## config.mk

```make
export PLATFORM = sky130hd
export DESIGN_NAME = opb_register_ppc2simulink_flat
export DESIGN_NICKNAME = d
export VERILOG_FILES = /design/src/rtl/opb_register_ppc2simulink_pkg.sv /design/src/rtl/opb_register_ppc2simulink_if.sv /design/src/rtl/opb_register_ppc2simulink_be_merge.sv /design/src/rtl/opb_register_ppc2simulink.sv /design/src/flat_wrapper.sv
export SDC_FILE = /design/constraint.sdc
export NUM_CORES = 1
export LEC_CHECK = 0
export ABC_AREA = 1
export BUFFER_PORTS_ARGS = -buffer_cell sky130_fd_sc_hd__buf_4
export CAP_MARGIN = 20
export CORE_ASPECT_RATIO = 0.5
export CORE_MARGIN = 2
export CORE_UTILIZATION = 54
export DETAILED_ROUTE_END_ITERATION = 7
export PLACE_DENSITY = 0.82
export SYNTH_ARGS = -nofsm -noshare
export SYNTH_HDL_FRONTEND = slang
export SYNTH_SLANG_ARGS = --single-unit
```

## constraint.sdc

```tcl
create_clock -name OPB_Clk -period 2.8 [get_ports OPB_Clk]
set_input_delay 0.56 -clock OPB_Clk [delete_from_list [all_inputs] [get_ports OPB_Clk]]
set_output_delay 0.56 -clock OPB_Clk [all_outputs]
set_load 0.02 [all_outputs]
```

## src/rtl/opb_register_ppc2simulink_pkg.sv

```systemverilog
// Shared types and constants for the PPC-to-fabric OPB control register.
package opb_ppc2sl_pkg;

  typedef enum logic {
    IDLE = 1'b0,
    ACK  = 1'b1
  } state_t;

  localparam logic [5:0] OFF_DATA    = 6'h00;
  localparam logic [5:0] OFF_WRCOUNT = 6'h01;

  localparam int LANES     = 4;
  localparam int LANE_BITS = 8;

  // OPB lane 0 carries the most significant byte of the little-endian word.
  function automatic int lane_msb(input int lane);
    return 31 - LANE_BITS * lane;
  endfunction

endpackage

```

## src/rtl/opb_register_ppc2simulink_if.sv

```systemverilog
// OPB slave-side signal bundle; big-endian bit numbering as on the bus.
interface opb_register_ppc2simulink_if;

  logic [0:31] OPB_ABus;
  logic [0:3]  OPB_BE;
  logic [0:31] OPB_DBus;
  logic        OPB_RNW;
  logic        OPB_select;
  logic        OPB_seqAddr;

  logic [0:31] Sl_DBus;
  logic        Sl_errAck;
  logic        Sl_retry;
  logic        Sl_toutSup;
  logic        Sl_xferAck;

  modport slave (
    input  OPB_ABus, OPB_BE, OPB_DBus, OPB_RNW, OPB_select, OPB_seqAddr,
    output Sl_DBus, Sl_errAck, Sl_retry, Sl_toutSup, Sl_xferAck
  );

  modport master (
    output OPB_ABus, OPB_BE, OPB_DBus, OPB_RNW, OPB_select, OPB_seqAddr,
    input  Sl_DBus, Sl_errAck, Sl_retry, Sl_toutSup, Sl_xferAck
  );

endinterface

```

## src/rtl/opb_register_ppc2simulink_be_merge.sv

```systemverilog
// Byte-enable merge of bus write data into the stored word, undoing the
// OPB [0:31] bit numbering so bus bit 0 lands on data bit 31.
module opb_be_merge
  import opb_ppc2sl_pkg::*;
(
  input  logic [31:0] old_data,
  input  logic [0:31] bus_data,
  input  logic [0:3]  be,
  output logic [31:0] merged
);

  always_comb begin
    merged = old_data;
    for (int lane = 0; lane < LANES; lane++) begin
      if (be[lane]) begin
        for (int b = 0; b < LANE_BITS; b++) begin
          merged[lane_msb(lane) - b] = bus_data[LANE_BITS * lane + b];
        end
      end
    end
  end

endmodule

```

## src/rtl/opb_register_ppc2simulink.sv

```systemverilog
// OPB slave holding a byte-maskable control word for fabric logic plus a
// read-only count of effective writes; every beat is acked one cycle later.
module opb_register_ppc2simulink
  import opb_ppc2sl_pkg::*;
#(
  parameter logic [31:0] C_BASEADDR    = 32'h01008200,
  parameter logic [31:0] C_HIGHADDR    = 32'h010082FF,
  parameter int          C_OPB_AWIDTH  = 32,
  parameter int          C_OPB_DWIDTH  = 32,
  parameter              C_FAMILY      = "virtex6",
  parameter logic [31:0] C_RESET_VALUE = 32'h00000000
) (
  input  logic                              OPB_Clk,
  input  logic                              OPB_Rst_n,
  opb_register_ppc2simulink_if.slave        opb,
  output logic [31:0]                       user_data_out,
  output logic                              user_data_valid
);

  state_t      state;
  state_t      state_next;
  logic        hit;
  logic        accept;
  logic [5:0]  word_idx;
  logic [5:0]  off_q;
  logic        rnw_q;
  logic [31:0] rd_word;
  logic [31:0] rd_reg;
  logic [31:0] data;
  logic [31:0] data_merged;
  logic [31:0] wrcount;
  logic        write_fire;
  logic        be_any;
  logic        valid_q;
  logic        unused_ok;

  assign hit      = opb.OPB_select
                 && (opb.OPB_ABus >= C_BASEADDR)
                 && (opb.OPB_ABus <= C_HIGHADDR);
  assign word_idx = opb.OPB_ABus[24:29];
  assign accept   = (state == IDLE) && hit;

  always_ff @(posedge OPB_Clk or negedge OPB_Rst_n) begin
    if (!OPB_Rst_n) begin
      state <= IDLE;
    end else begin
      state <= state_next;
    end
  end

  // A beat always takes exactly one ACK cycle, so a master holding select
  // starts a fresh beat in the following IDLE cycle.
  always_comb begin
    state_next = state;
    case (state)
      IDLE:    if (hit) state_next = ACK;
      ACK:     state_next = IDLE;
      default: state_next = IDLE;
    endcase
  end

  always_comb begin
    rd_word = '0;
    case (word_idx)
      OFF_DATA:    rd_word = data;
      OFF_WRCOUNT: rd_word = wrcount;
      default:     rd_word = '0;
    endcase
  end

  always_ff @(posedge OPB_Clk or negedge OPB_Rst_n) begin
    if (!OPB_Rst_n) begin
      off_q  <= '0;
      rnw_q  <= 1'b1;
      rd_reg <= '0;
    end else begin
      rd_reg <= '0;
      if (accept) begin
        off_q <= word_idx;
        rnw_q <= opb.OPB_RNW;
        if (opb.OPB_RNW) begin
          rd_reg <= rd_word;
        end
      end
    end
  end

  opb_be_merge u_be_merge (
    .old_data (data),
    .bus_data (opb.OPB_DBus),
    .be       (opb.OPB_BE),
    .merged   (data_merged)
  );

  // Write data and byte enables are taken at the end of the ACK cycle; a
  // master that dropped select meanwhile still gets its ack but no write.
  assign write_fire = (state == ACK) && opb.OPB_select && !rnw_q
                   && (off_q == OFF_DATA);
  assign be_any     = |opb.OPB_BE;

  always_ff @(posedge OPB_Clk or negedge OPB_Rst_n) begin
    if (!OPB_Rst_n) begin
      data    <= C_RESET_VALUE;
      wrcount <= '0;
      valid_q <= 1'b0;
    end else begin
      valid_q <= write_fire && be_any;
      if (write_fire) begin
        data <= data_merged;
      end
      if (write_fire && be_any) begin
        wrcount <= wrcount + 32'd1;
      end
    end
  end

  assign opb.Sl_DBus    = rd_reg;
  assign opb.Sl_xferAck = (state == ACK);
  assign opb.Sl_errAck  = 1'b0;
  assign opb.Sl_retry   = 1'b0;
  assign opb.Sl_toutSup = 1'b0;

  assign user_data_out   = data;
  assign user_data_valid = valid_q;

  assign unused_ok = ^{opb.OPB_seqAddr, opb.OPB_ABus[30:31],
                       (C_OPB_AWIDTH != 32), (C_OPB_DWIDTH != 32),
                       (C_FAMILY != "")};

endmodule

```

## src/flat_wrapper.sv

```systemverilog
// flat-port wrapper written by rule: the top's interface ports become plain ports
module opb_register_ppc2simulink_flat import opb_ppc2sl_pkg::*;
#(
  parameter logic [31:0] C_BASEADDR    = 32'h01008200,
  parameter logic [31:0] C_HIGHADDR    = 32'h010082FF,
  parameter int          C_OPB_AWIDTH  = 32,
  parameter int          C_OPB_DWIDTH  = 32,
  parameter              C_FAMILY      = "       ",
  parameter logic [31:0] C_RESET_VALUE = 32'h00000000
)
  (OPB_Clk, OPB_Rst_n, user_data_out, user_data_valid, opb_OPB_ABus, opb_OPB_BE, opb_OPB_DBus, opb_OPB_RNW, opb_OPB_select, opb_OPB_seqAddr, opb_Sl_DBus, opb_Sl_errAck, opb_Sl_retry, opb_Sl_toutSup, opb_Sl_xferAck);
  opb_register_ppc2simulink_if opb_i ();
  input  logic OPB_Clk;
  input  logic OPB_Rst_n;
  output logic [31:0] user_data_out;
  output logic user_data_valid;
  input wire logic [$bits(opb_i.OPB_ABus)-1:0] opb_OPB_ABus;
  input wire logic [$bits(opb_i.OPB_BE)-1:0] opb_OPB_BE;
  input wire logic [$bits(opb_i.OPB_DBus)-1:0] opb_OPB_DBus;
  input wire logic [$bits(opb_i.OPB_RNW)-1:0] opb_OPB_RNW;
  input wire logic [$bits(opb_i.OPB_select)-1:0] opb_OPB_select;
  input wire logic [$bits(opb_i.OPB_seqAddr)-1:0] opb_OPB_seqAddr;
  output wire logic [$bits(opb_i.Sl_DBus)-1:0] opb_Sl_DBus;
  output wire logic [$bits(opb_i.Sl_errAck)-1:0] opb_Sl_errAck;
  output wire logic [$bits(opb_i.Sl_retry)-1:0] opb_Sl_retry;
  output wire logic [$bits(opb_i.Sl_toutSup)-1:0] opb_Sl_toutSup;
  output wire logic [$bits(opb_i.Sl_xferAck)-1:0] opb_Sl_xferAck;
  assign opb_i.OPB_ABus = opb_OPB_ABus;
  assign opb_i.OPB_BE = opb_OPB_BE;
  assign opb_i.OPB_DBus = opb_OPB_DBus;
  assign opb_i.OPB_RNW = opb_OPB_RNW;
  assign opb_i.OPB_select = opb_OPB_select;
  assign opb_i.OPB_seqAddr = opb_OPB_seqAddr;
  assign opb_Sl_DBus = opb_i.Sl_DBus;
  assign opb_Sl_errAck = opb_i.Sl_errAck;
  assign opb_Sl_retry = opb_i.Sl_retry;
  assign opb_Sl_toutSup = opb_i.Sl_toutSup;
  assign opb_Sl_xferAck = opb_i.Sl_xferAck;
  opb_register_ppc2simulink #(.C_BASEADDR(C_BASEADDR), .C_HIGHADDR(C_HIGHADDR), .C_OPB_AWIDTH(C_OPB_AWIDTH), .C_OPB_DWIDTH(C_OPB_DWIDTH), .C_FAMILY(C_FAMILY), .C_RESET_VALUE(C_RESET_VALUE)) u_core (.OPB_Clk(OPB_Clk), .OPB_Rst_n(OPB_Rst_n), .opb(opb_i), .user_data_out(user_data_out), .user_data_valid(user_data_valid));
endmodule
```

==> impl_results.md <==
- Result of the run: finished clean
- Post-layout nets: 932
- Floorplan die area: 10500 um2
- Static power due to leakage: 3.45 nW
- Area growth from synthesis to layout: 26.7%
- Max_cap viols: 0
- Register bit count reported by yosys: 105
- Initial core utilization: 0.554
- Sum of net half-perimeters after detailed placement: 9700 um
- Launch point of the worst reg-to-reg path: u_core.wrcount[0]
- Number of antenna violations at the first check in global routing: 0
- Relative slew slack: 0.560
- Clock period minus worst slack: 1960 ps
- Wire length of the first global-routing pass: 21700 um
- Y dimension of the die: 73.5 um
- R2R setup slack: 840 ps
- Cell Area, Synth: 5220 um2
- Sinks on Clock Net: 105
- RD Place Congestion: 0.957
- Highest clock frequency the design can meet: 510 MHz
- Total number of yosys warnings: 0
- Layout cell share with drive strength beyond 1: 0.196
- Start-to-end type of the worst setup path: reg2reg
- Endpoint of the worst register-to-register path: u_core.wrcount[16]
- Final Max Slew Viols: 0
- Most frequent cells after synthesis: nand2_1, nor2_1, dfrtp_1, inv_1, o21ai_0
- Worst voltage drop across the vdd grid: 0.000284 V
- Clock insertion delay at the later pin of the skew report: 350 ps
- Largest cells by area after synthesis: dfrtp_1, nand2_1, nor2_1
- Total global routing overflow: 0
- Worst clock skew: 7.94 ps
- Sequential area share after synthesis: 0.504
- Delay contributed by the slowest stage of the critical path: 490 ps
- Unrepaired setup endpoints after global routing: no
- Number of cells upsized or downsized after cts: 0
- Syn avg cell area: 7.22 um2
- Critical path capture point type: flop
- Sum Neg Setup Slack: 0 ps
- TritonCTS Buffers: 9
- Final cell utilization of the core: 0.702
- Placed inst area: 6330 um2
- Site row count: 25
- Maximum fanout along the worst path: 6
- Cell accounting for the most synthesized area: dfrtp_1
- DRT Pass-1 Iters: 5
- Worst slew pin tran: 658 ps
- Vias after detailed routing: 4820
- CTS H-tree lvls: 3
- Most used cell along the critical path: nand2_1
- Data arrival time of the critical path: 2250 ps
- Post-CTS setup buffer count: 0
- Endpoint required time on the critical path: 3090 ps
- Buffers on Ports: 135
- # DRC: 0
- Maximum number of buffers from clock root to sink: 2
- Final routed wire length divided by cell count: 12.9 um
- Root buffer cell: clkbuf_16
- Clock slew at the register clock pins of the worst setup and hold paths: 70 ps
- Final standard cell area without fillers: 6610 um2
- Post-synth EDFFs: 0
- Number of antenna diodes: 0
- Gate count of the mapped netlist: 723
- Number of top-level design ports: 142
- Area share of the leading cell type in the synthesized netlist: 0.499
- Vias per std cell: 4.83
- Element type at the critical path start: flop
- Global-route total usage across every layer: 0.265
- WL final: 12800 um
- Clock tree from TritonCTS: yes
- Async set-reset flop share out of synthesis: 1.00
- Power density over the cells: 435 nW/um2
- ANT nets after route: 0
- Via count of the first global-routing pass: 4715
- Core ar.: 9420 um2
- Type of the worst min-delay path: in2async
- Count of different cell masters after synthesis: 21
- Cell with the most instances after synthesis: nand2_1
- Maximum number of pins on one net before global-route repair: 44
- Reg2reg path depth: 8
- Final count of negative-setup-slack endpoints: 0
- Dominant synthesized flop cell: dfrtp_1
- Fin crit share: 0.700
- Number of design-rule violations left by the first detailed-router iteration: 330
- Critical-path top delay cell: dfrtp_1
- Number of hold-slack violations in the final timing report: 0
- Number of hold-repair buffers added at the cts stage: 0
- Horizontal extent of the die: 143 um
- Crit-path cells: ha_1, inv_1, nor2_1, nand2_1, nor2_1, xor2_1, nand2_1, nand2_1
## registers in the layout (all words and copies together), names as in the netlist
signal / count
u_core.off_q: 6
u_core.opb.Sl_DBus: 32
u_core.opb.Sl_xferAck: 1
u_core.rnw_q: 1
u_core.user_data_out: 32
u_core.user_data_valid: 1
u_core.wrcount: 32
## area by class of cell
| cell class | count | area, um2 |
|---|---|---|
| Sequential cell | 105 | 2630 |
| Timing Repair Buffer | 144 | 1090 |
| Fill cell | 784 | 2800 |
| Tap cell | 135 | 169 |
| Multi-Input combinational cell | 516 | 2130 |
| Clock inverter | 5 | 57.6 |
| Inverter | 82 | 308 |
| Clock buffer | 10 | 229 |
## critical path, delay by kind of cell (launching register included)
family | cells | cell delay, ps
xor+xnor | 1 | 160
fa+ha+maj | 1 | 350
buf+inv | 1 | 90
flops | 1 | 490
simple gates | 5 | 820
## report_power, final
part           internal, mW  switching, mW
registers              1.52    0.000000529
clock network         0.687          0.546
logic                0.0697         0.0593
## through the flow
step                      hold slack [ps]  total power [mW]  setup WS (ps)  std cells
after floorplan                       264              1.57           1320        725
after global placement                463              1.67            753        982
after detailed placement              464              1.68            698        982
after CTS                             131              2.91            884        997
after global routing                  147              2.98            709        997
final                                 131              2.88            840        997
## worst max-delay path by stage
stage	cells past startpoint	endpoint	slack (ps)	from
after floorplan	6	u_core.user_data_out[10]	1320	opb_OPB_select
after global placement	9	u_core.wrcount[9]	750	opb_OPB_select
after detailed placement	7	u_core.opb.Sl_DBus[31]	700	opb_OPB_ABus[4]
after CTS	8	u_core.wrcount[16]	880	u_core.wrcount[0]
after global routing	8	u_core.wrcount[16]	710	u_core.wrcount[0]
final	8	u_core.wrcount[16]	840	u_core.wrcount[0]
## placed cells by master (no fill, tap or decap)
master / n
nand2_1: 213
nor2_1: 210
buf_4: 143
dfrtp_1: 104
inv_1: 79
o21ai_0: 42
nand3_1: 19
xor2_1: 12
clkbuf_16: 9
nand4_1: 7
nand2_2: 3
inv_2: 3
nor2_2: 3
conb_1: 3
clkinvlp_4: 3
nand4_2: 1
nand3b_1: 1
o21ai_1: 1
ha_1: 1
clkinv_2: 1
clkbuf_1: 1
bufinv_16: 1
buf_12: 1
dfstp_2: 1
## layer usage
layer	up-vias	routed length [um]	track usage
met1	2208	5960	0.356
met3	11	1080	0.0795
li1	2431	-	-
met4	0	132	0.0704
met2	170	5650	0.426
met5	-	0	0
## cell families after synthesis
logic type                 count (synthesis)  share of synthesized area
DFF                                      105                      0.504
AOI/OAI and AO/OA                         43                     0.0412
other                                      1                   0.000719
buffers and inverters                    104                     0.0899
xor gates and xnor gates                  12                     0.0201
and+or+nand+nor                          457                      0.342
adders and majority gates                  1                    0.00240
Note: power is estimated with default switching activity, not from simulation.
